[config.mk]
export PLATFORM = sky130hd
export DESIGN_NAME = bike_divider
export DESIGN_NICKNAME = d
export VERILOG_FILES = /design/src/rtl/bike_divider.sv
export SDC_FILE = /design/constraint.sdc
export NUM_CORES = 1
export LEC_CHECK = 0
export BUFFER_PORTS_ARGS = -buffer_cell sky130_fd_sc_hd__buf_2
export CORE_UTILIZATION = 40
export CTS_BUF_LIST = sky130_fd_sc_hd__clkbuf_16
export DETAILED_ROUTE_END_ITERATION = 8
export PLACE_DENSITY_LB_ADDON = 0.05
export SLEW_MARGIN = 20
export SYNTH_ARGS = -nofsm -noshare
export SYNTH_HDL_FRONTEND = slang
export SYNTH_SLANG_ARGS = --single-unit
[constraint.sdc]
create_clock -name clk -period 5.6 [get_ports clk]
set_input_delay 0.56 -clock clk [delete_from_list [all_inputs] [get_ports clk]]
set_output_delay 0.56 -clock clk [all_outputs]
set_load 0.1 [all_outputs]
[src/rtl/bike_divider.sv]
// Shared iterative unsigned divider for the speed and average-speed requesters.
// Restoring division producing one quotient bit per clock, with a start/busy/ready handshake.
module bike_divider #(
    parameter int WIDTH = 16
) (
    input  logic             clk,
    input  logic             rst,
    input  logic             start,
    input  logic [WIDTH-1:0] dividend,
    input  logic [WIDTH-1:0] divisor,
    output logic             busy,
    output logic             ready,
    output logic [WIDTH-1:0] result,
    output logic [WIDTH-1:0] remainder,
    output logic             div_by_zero
);

    localparam int CW = $clog2(WIDTH);

    typedef enum logic [1:0] {
        IDLE = 2'd0,
        CALC = 2'd1,
        DONE = 2'd2
    } state_t;

    state_t           state;
    logic [CW-1:0]    count;
    logic [WIDTH-1:0] rem_q;
    logic [WIDTH-1:0] quo_q;
    logic [WIDTH-1:0] div_q;

    logic [WIDTH:0]   trial;
    logic             fits;
    logic [WIDTH-1:0] rem_next;
    logic [WIDTH-1:0] quo_next;

    // quo_q starts out holding the dividend; its MSBs shift into the partial
    // remainder while quotient bits fill in from the bottom.
    always_comb begin
        trial    = {rem_q, quo_q[WIDTH-1]};
        fits     = (trial >= {1'b0, div_q});
        rem_next = fits ? WIDTH'(trial - {1'b0, div_q}) : trial[WIDTH-1:0];
        quo_next = {quo_q[WIDTH-2:0], fits};
    end

    always_ff @(posedge clk or negedge rst) begin
        if (!rst) begin
            state       <= IDLE;
            count       <= '0;
            rem_q       <= '0;
            quo_q       <= '0;
            div_q       <= '0;
            busy        <= 1'b0;
            ready       <= 1'b0;
            result      <= '0;
            remainder   <= '0;
            div_by_zero <= 1'b0;
        end else begin
            case (state)
                IDLE: begin
                    if (start) begin
                        busy <= 1'b1;
                        if (divisor == '0) begin
                            result      <= '1;
                            remainder   <= dividend;
                            div_by_zero <= 1'b1;
                            ready       <= 1'b1;
                            state       <= DONE;
                        end else begin
                            quo_q <= dividend;
                            div_q <= divisor;
                            rem_q <= '0;
                            count <= CW'(WIDTH - 1);
                            state <= CALC;
                        end
                    end
                end
                CALC: begin
                    rem_q <= rem_next;
                    quo_q <= quo_next;
                    count <= count - 1'b1;
                    if (count == '0) begin
                        result      <= quo_next;
                        remainder   <= rem_next;
                        div_by_zero <= 1'b0;
                        ready       <= 1'b1;
                        state       <= DONE;
                    end
                end
                DONE: begin
                    // Busy stays high until the requester drops start, so no
                    // other requester can load operands in the meantime.
                    if (!start) begin
                        busy  <= 1'b0;
                        ready <= 1'b0;
                        state <= IDLE;
                    end
                end
                default: begin
                    busy  <= 1'b0;
                    ready <= 1'b0;
                    state <= IDLE;
                end
            endcase
        end
    end

endmodule
After elaboration in Yosys (flattened, before gate mapping)
Index checks and enable logic that the tools add are counted.

Equality and inequality tests: 7. Bitwise operators: 2. Add/sub/neg operators: 2. Reduce and logical (&&, ||, !) cells: 10. Mux-type cells: 32. Order comparisons: 1.

Operators with widths (number): 16-bit 2-to-1 mux (11); 16-bit one-hot mux with 2 select lines (4); 17-bit by 16-bit >= comparator with 1-bit output (1); 16-bit logical NOT (1); 16-bit subtractor (1); 3-bit AND reduction (4); 2-bit inequality test, second input constant (5); 2-bit 2-to-1 mux (4); 4-bit 2-to-1 mux (2); 4-bit one-hot mux with 2 select lines (1); 4-bit AND reduction (2); 1-bit 2-to-1 mux (6); 1-bit one-hot mux with 3 select lines (2); 2-bit one-hot mux with 3 select lines (1); 4-bit logical NOT (1); 4-bit by 1-bit subtractor with 4-bit output, second input constant (1); 2-bit by 1-bit == test with 1-bit output, second input constant (1); 2-bit == test, second input constant (1); 2-bit logical NOT (1); 1-bit inverter (2); 1-bit one-hot mux with 2 select lines (1); 2-bit nonzero test (1).

Output and inout bits: 35. Word-level logic and storage cells: 64. Input bits: 35. Flip-flop bits (word level): 89.

Logic depth before layout (Yosys ltp)
Word-level depth: 4. Depth in mapped cells: 11.

Worst setup path after synthesis
No wires, ideal clock.

Path kind: register to register. Start point: register rem_q[7]. End point: register remainder[8]. Setup time: 88 ps. Cell stages (with the launch flop): 11. Data arrival time: 2391 ps. Buffers on the path: 2. Data required time: 5512 ps. Path slack: 3120 ps. Cell sequence: dfrtp_1 ha_1 buf_6 a21oi_4 o21ai_2 a221o_1 a211o_1 a211oi_4 buf_6 nand2_1 a41oi_1.

Longest elaborated chain between the ends: 4. Elaborated cells between the ends (all ways): 5.

Ends and longest elaborated chain: start: declaration (line 28) `logic [WIDTH-1:0] rem_q;`; start signal: assignment (line 79) `rem_q <= rem_next;`; 16-bit subtractor / 17-bit by 16-bit >= comparator with 1-bit output (equally long branches) (line 42, 41); 16-bit 2-to-1 mux (*) (line 42) `rem_next = fits ? WIDTH'(trial - {1'b0, div_q}) : trial[WIDTH-1:0];`; 16-bit 2-to-1 mux (*) (line 82) `if (count == '0) begin`; 16-bit one-hot mux with 2 select lines (*) (line 59) `case (state)`; end signal: assignment (line 65) `remainder <= dividend;`; end signal: assignment (line 84) `remainder <= rem_next;`; end: declaration (line 14) `output logic [WIDTH-1:0] remainder,`.

Every way passes the cells marked *; elsewhere a longest branch is shown, timed or not. The select of a mux whose other input is x is not followed. A chain may end at the register's enable or synchronous reset.

Worst setup path in the final report
Start point: register rem_q[5]. End point: register remainder[12].

The elaborated chain is that of the path after synthesis.

==> results.txt <==
DRT antenna net count = 0
Worst Max-Slew Pin Slew = 0.906 ns
Required @ worst endpoint = 5.87 ns
post-synthesis sequential area ratio = 47.9%
CP endpoint kind = register
setup_tns = 0 ns
Max Fclk = 326 MHz
Mapped Nets = 556
cts hold-fix bufs = 0
Post-DP HPWL = 8.41 mm
CTS tree = built
Yosys warning count = 0
core box area = 11100 um^2
Die Wd = 110 um
synthesized cell area = 4650 um^2
largest net degree at the start of global routing = 52
CTS Buffer Depth = 2
min-delay worst type = input pin to async pin
Final Util = 49.1%
max incr delay on CP = 0.77 ns
Gate Count Post-Synth = 503
vias per cell = 5.38
worst-path fanout max = 19
H-tree levels = 3
Total GRT Usage = 21.0%
Final Max Tran Viols = 0
Post-CTS Repair Setup Buffers = 0
CTS resizes = 0
Fin. Hold Viols = 0
CTS Buf Count = 9
Worst setup SP type = register
fin nets = 617
Filler Cell Count = 1060
FF-to-FF path depth = 8
final std cells w/o fill = 709
synth cell count leaders = 89 x dfrtp_1, 74 x nand2_1, 73 x nor2_1
Core Rows = 38
library cells used by synthesis = 53
Clock transition at path regs = 0.07 ns
via count = 3813
Skew-Pair Late Insertion Delay = 0.35 ns
status = completed
max_cap viols = 0
io pins = 70
final period utilization = 54.8%
max_slew headroom = 39.3%
Worst Skew = 0.00593 ns
via count of the first global-routing pass = 3628
initial core utilization = 41.9%
first-pass GRT wire length = 19.0 mm
post-synth top area cell = dfrtp_1
slowest CP cell = a211oi_4
Post-synth ARST share = 100%
initial antenna violation count = 0
dominant cells by area after synthesis = dfrtp_1 48%, nand2_1 6.0%, nor2_1 5.9%, ha_1 4.6%, a31oi_1 3.9%
first-iteration detailed-routing DRC count = 235
hold_ws = 0.171 ns
Main synth FF type = dfrtp_1
crit path DAT = 3.34 ns
crit path kind = register to register
Synth Area per Inst = 9.24 um^2
IO buf count = 69
most frequent cell after synthesis = dfrtp_1
worst reg2reg path endpoint = remainder[12]$_DFFE_PN0P_
fin crit period = 3.07 ns
Setup-failing EPs final = 0
gr ovfl total = 0
GPL Wtd Cong = 0.841
Yosys top cell area share = 47.9%
Die ar. = 12100 um^2
multi-input logic area = 2220 um^2
antenna cells = 0
FF+latch count, synth = 89
DR DRC count = 0
Die Y = 110 um
clock root cell = clkbuf_16
area delta synth->final = 17.1%
layout cells sized above 1 = 20.0%
First-pass DRT Iterations = 5
reg2reg start = rem_q[5]$_DFFE_PN0P_
average wire per standard cell = 16.1 um
unrepaired setup endpoints after global routing = false
placed cell count = 693
final wirelength = 11.4 mm
CTS sink cnt = 89
worst reg-to-reg setup slack = 2.53 ns
crit-path cells = ha_1, a21oi_1, o21ai_2, a221o_1, a211o_1, a211oi_4, a22oi_1, a31oi_1
EDFF count, synth = 0
register area = 2230 um^2
-- worst max-delay path by stage --
stage	slack, ns	to	startpoint
2_1_floorplan	3.12	remainder[8]$_DFFE_PN0P_	rem_q[7]$_DFFE_PN0P_
3_3_place_gp	2.24	remainder[3]$_DFFE_PN0P_	divisor[2]
3_5_place_dp	2.20	remainder[6]$_DFFE_PN0P_	divisor[2]
4_1_cts	2.53	remainder[12]$_DFFE_PN0P_	rem_q[5]$_DFFE_PN0P_
5_1_grt	2.35	remainder[12]$_DFFE_PN0P_	rem_q[3]$_DFFE_PN0P_
6_report	2.53	remainder[12]$_DFFE_PN0P_	rem_q[5]$_DFFE_PN0P_
-- per-layer routing --
metal | track usage, % | vias to the layer above | share of wire [%] | wire, um
li1 | - | 1901 | - | -
met1 | 29.3 | 1807 | 50 | 5660
met2 | 32.0 | 98 | 45 | 5120
met3 | 5.57 | 7 | 4.8 | 544
met4 | 5.43 | 0 | 0.82 | 94
met5 | 0 | - | 0 | 0
-- critical path: cells and delay by family, from the launching register on --
family                     cells  cell delay [ns]
AOI/OAI and AO/OA              7             2.17
DFF                            1             0.42
adders and majority gates      1             0.39
-- layout make-up --
cell class	count	area share [%]
Inverter	27	1.86
Tap cell	140	3.22
Timing Repair Buffer	74	7.08
Multi-Input combinational cell	363	40.9
Clock inverter	7	1.89
Sequential cell	89	40.9
Clock buffer	9	4.14
-- cells by family (layout without fill, tap and decap cells) --
| group | after synthesis | count (layout) | synth area share [%] |
|---|---|---|---|
| AO/OA/AOI/OAI | 130 | 130 | 19.3 |
| XOR/XNOR | 11 | 11 | 2.07 |
| adder cells (fa/ha/maj) | 19 | 19 | 5.22 |
| buffers and inverters | 51 | 117 | 4.50 |
| flip-flops | 89 | 89 | 47.9 |
| multiplexers | 17 | 17 | 4.09 |
| AND/OR/NAND/NOR | 186 | 186 | 16.9 |
-- per-stage QoR --
step | setup WS (ns) | instance area [um^2]
after floorplan | 3.12 | 4650
after global placement | 2.24 | 5110
after detailed placement | 2.20 | 5110
after CTS | 2.53 | 5440
after global routing | 2.35 | 5440
final | 2.53 | 5440
-- cells in the final DEF (no fill, tap or decap), types with 3 or more instances in the layout --
cell,count
dfrtp_1,89
nand2_1,74
nor2_1,72
buf_2,68
a21oi_1,33
a31oi_1,29
inv_1,27
ha_1,17
mux2_2,16
o21ai_0,13
clkbuf_16,9
nand3_1,8
a21o_1,8
xnor2_1,8
nor4_1,6
a221o_1,6
o22a_1,6
a22oi_1,6
buf_4,6
a211oi_1,5
nor3_1,5
nor2b_1,4
nand2b_1,4
a22o_1,4
a211o_1,3
or3_1,3
xor2_1,3
-- state kept, by name (all words and copies together) (netlist names), 2 cells and up --
| register | count |
|---|---|
| div_q | 16 |
| quo_q | 16 |
| rem_q | 16 |
| remainder | 16 |
| result | 16 |
| count | 4 |
| state | 2 |
Power is not shown: default switching activity piles up to over one toggle a cycle in this logic, so the estimate is an artifact.
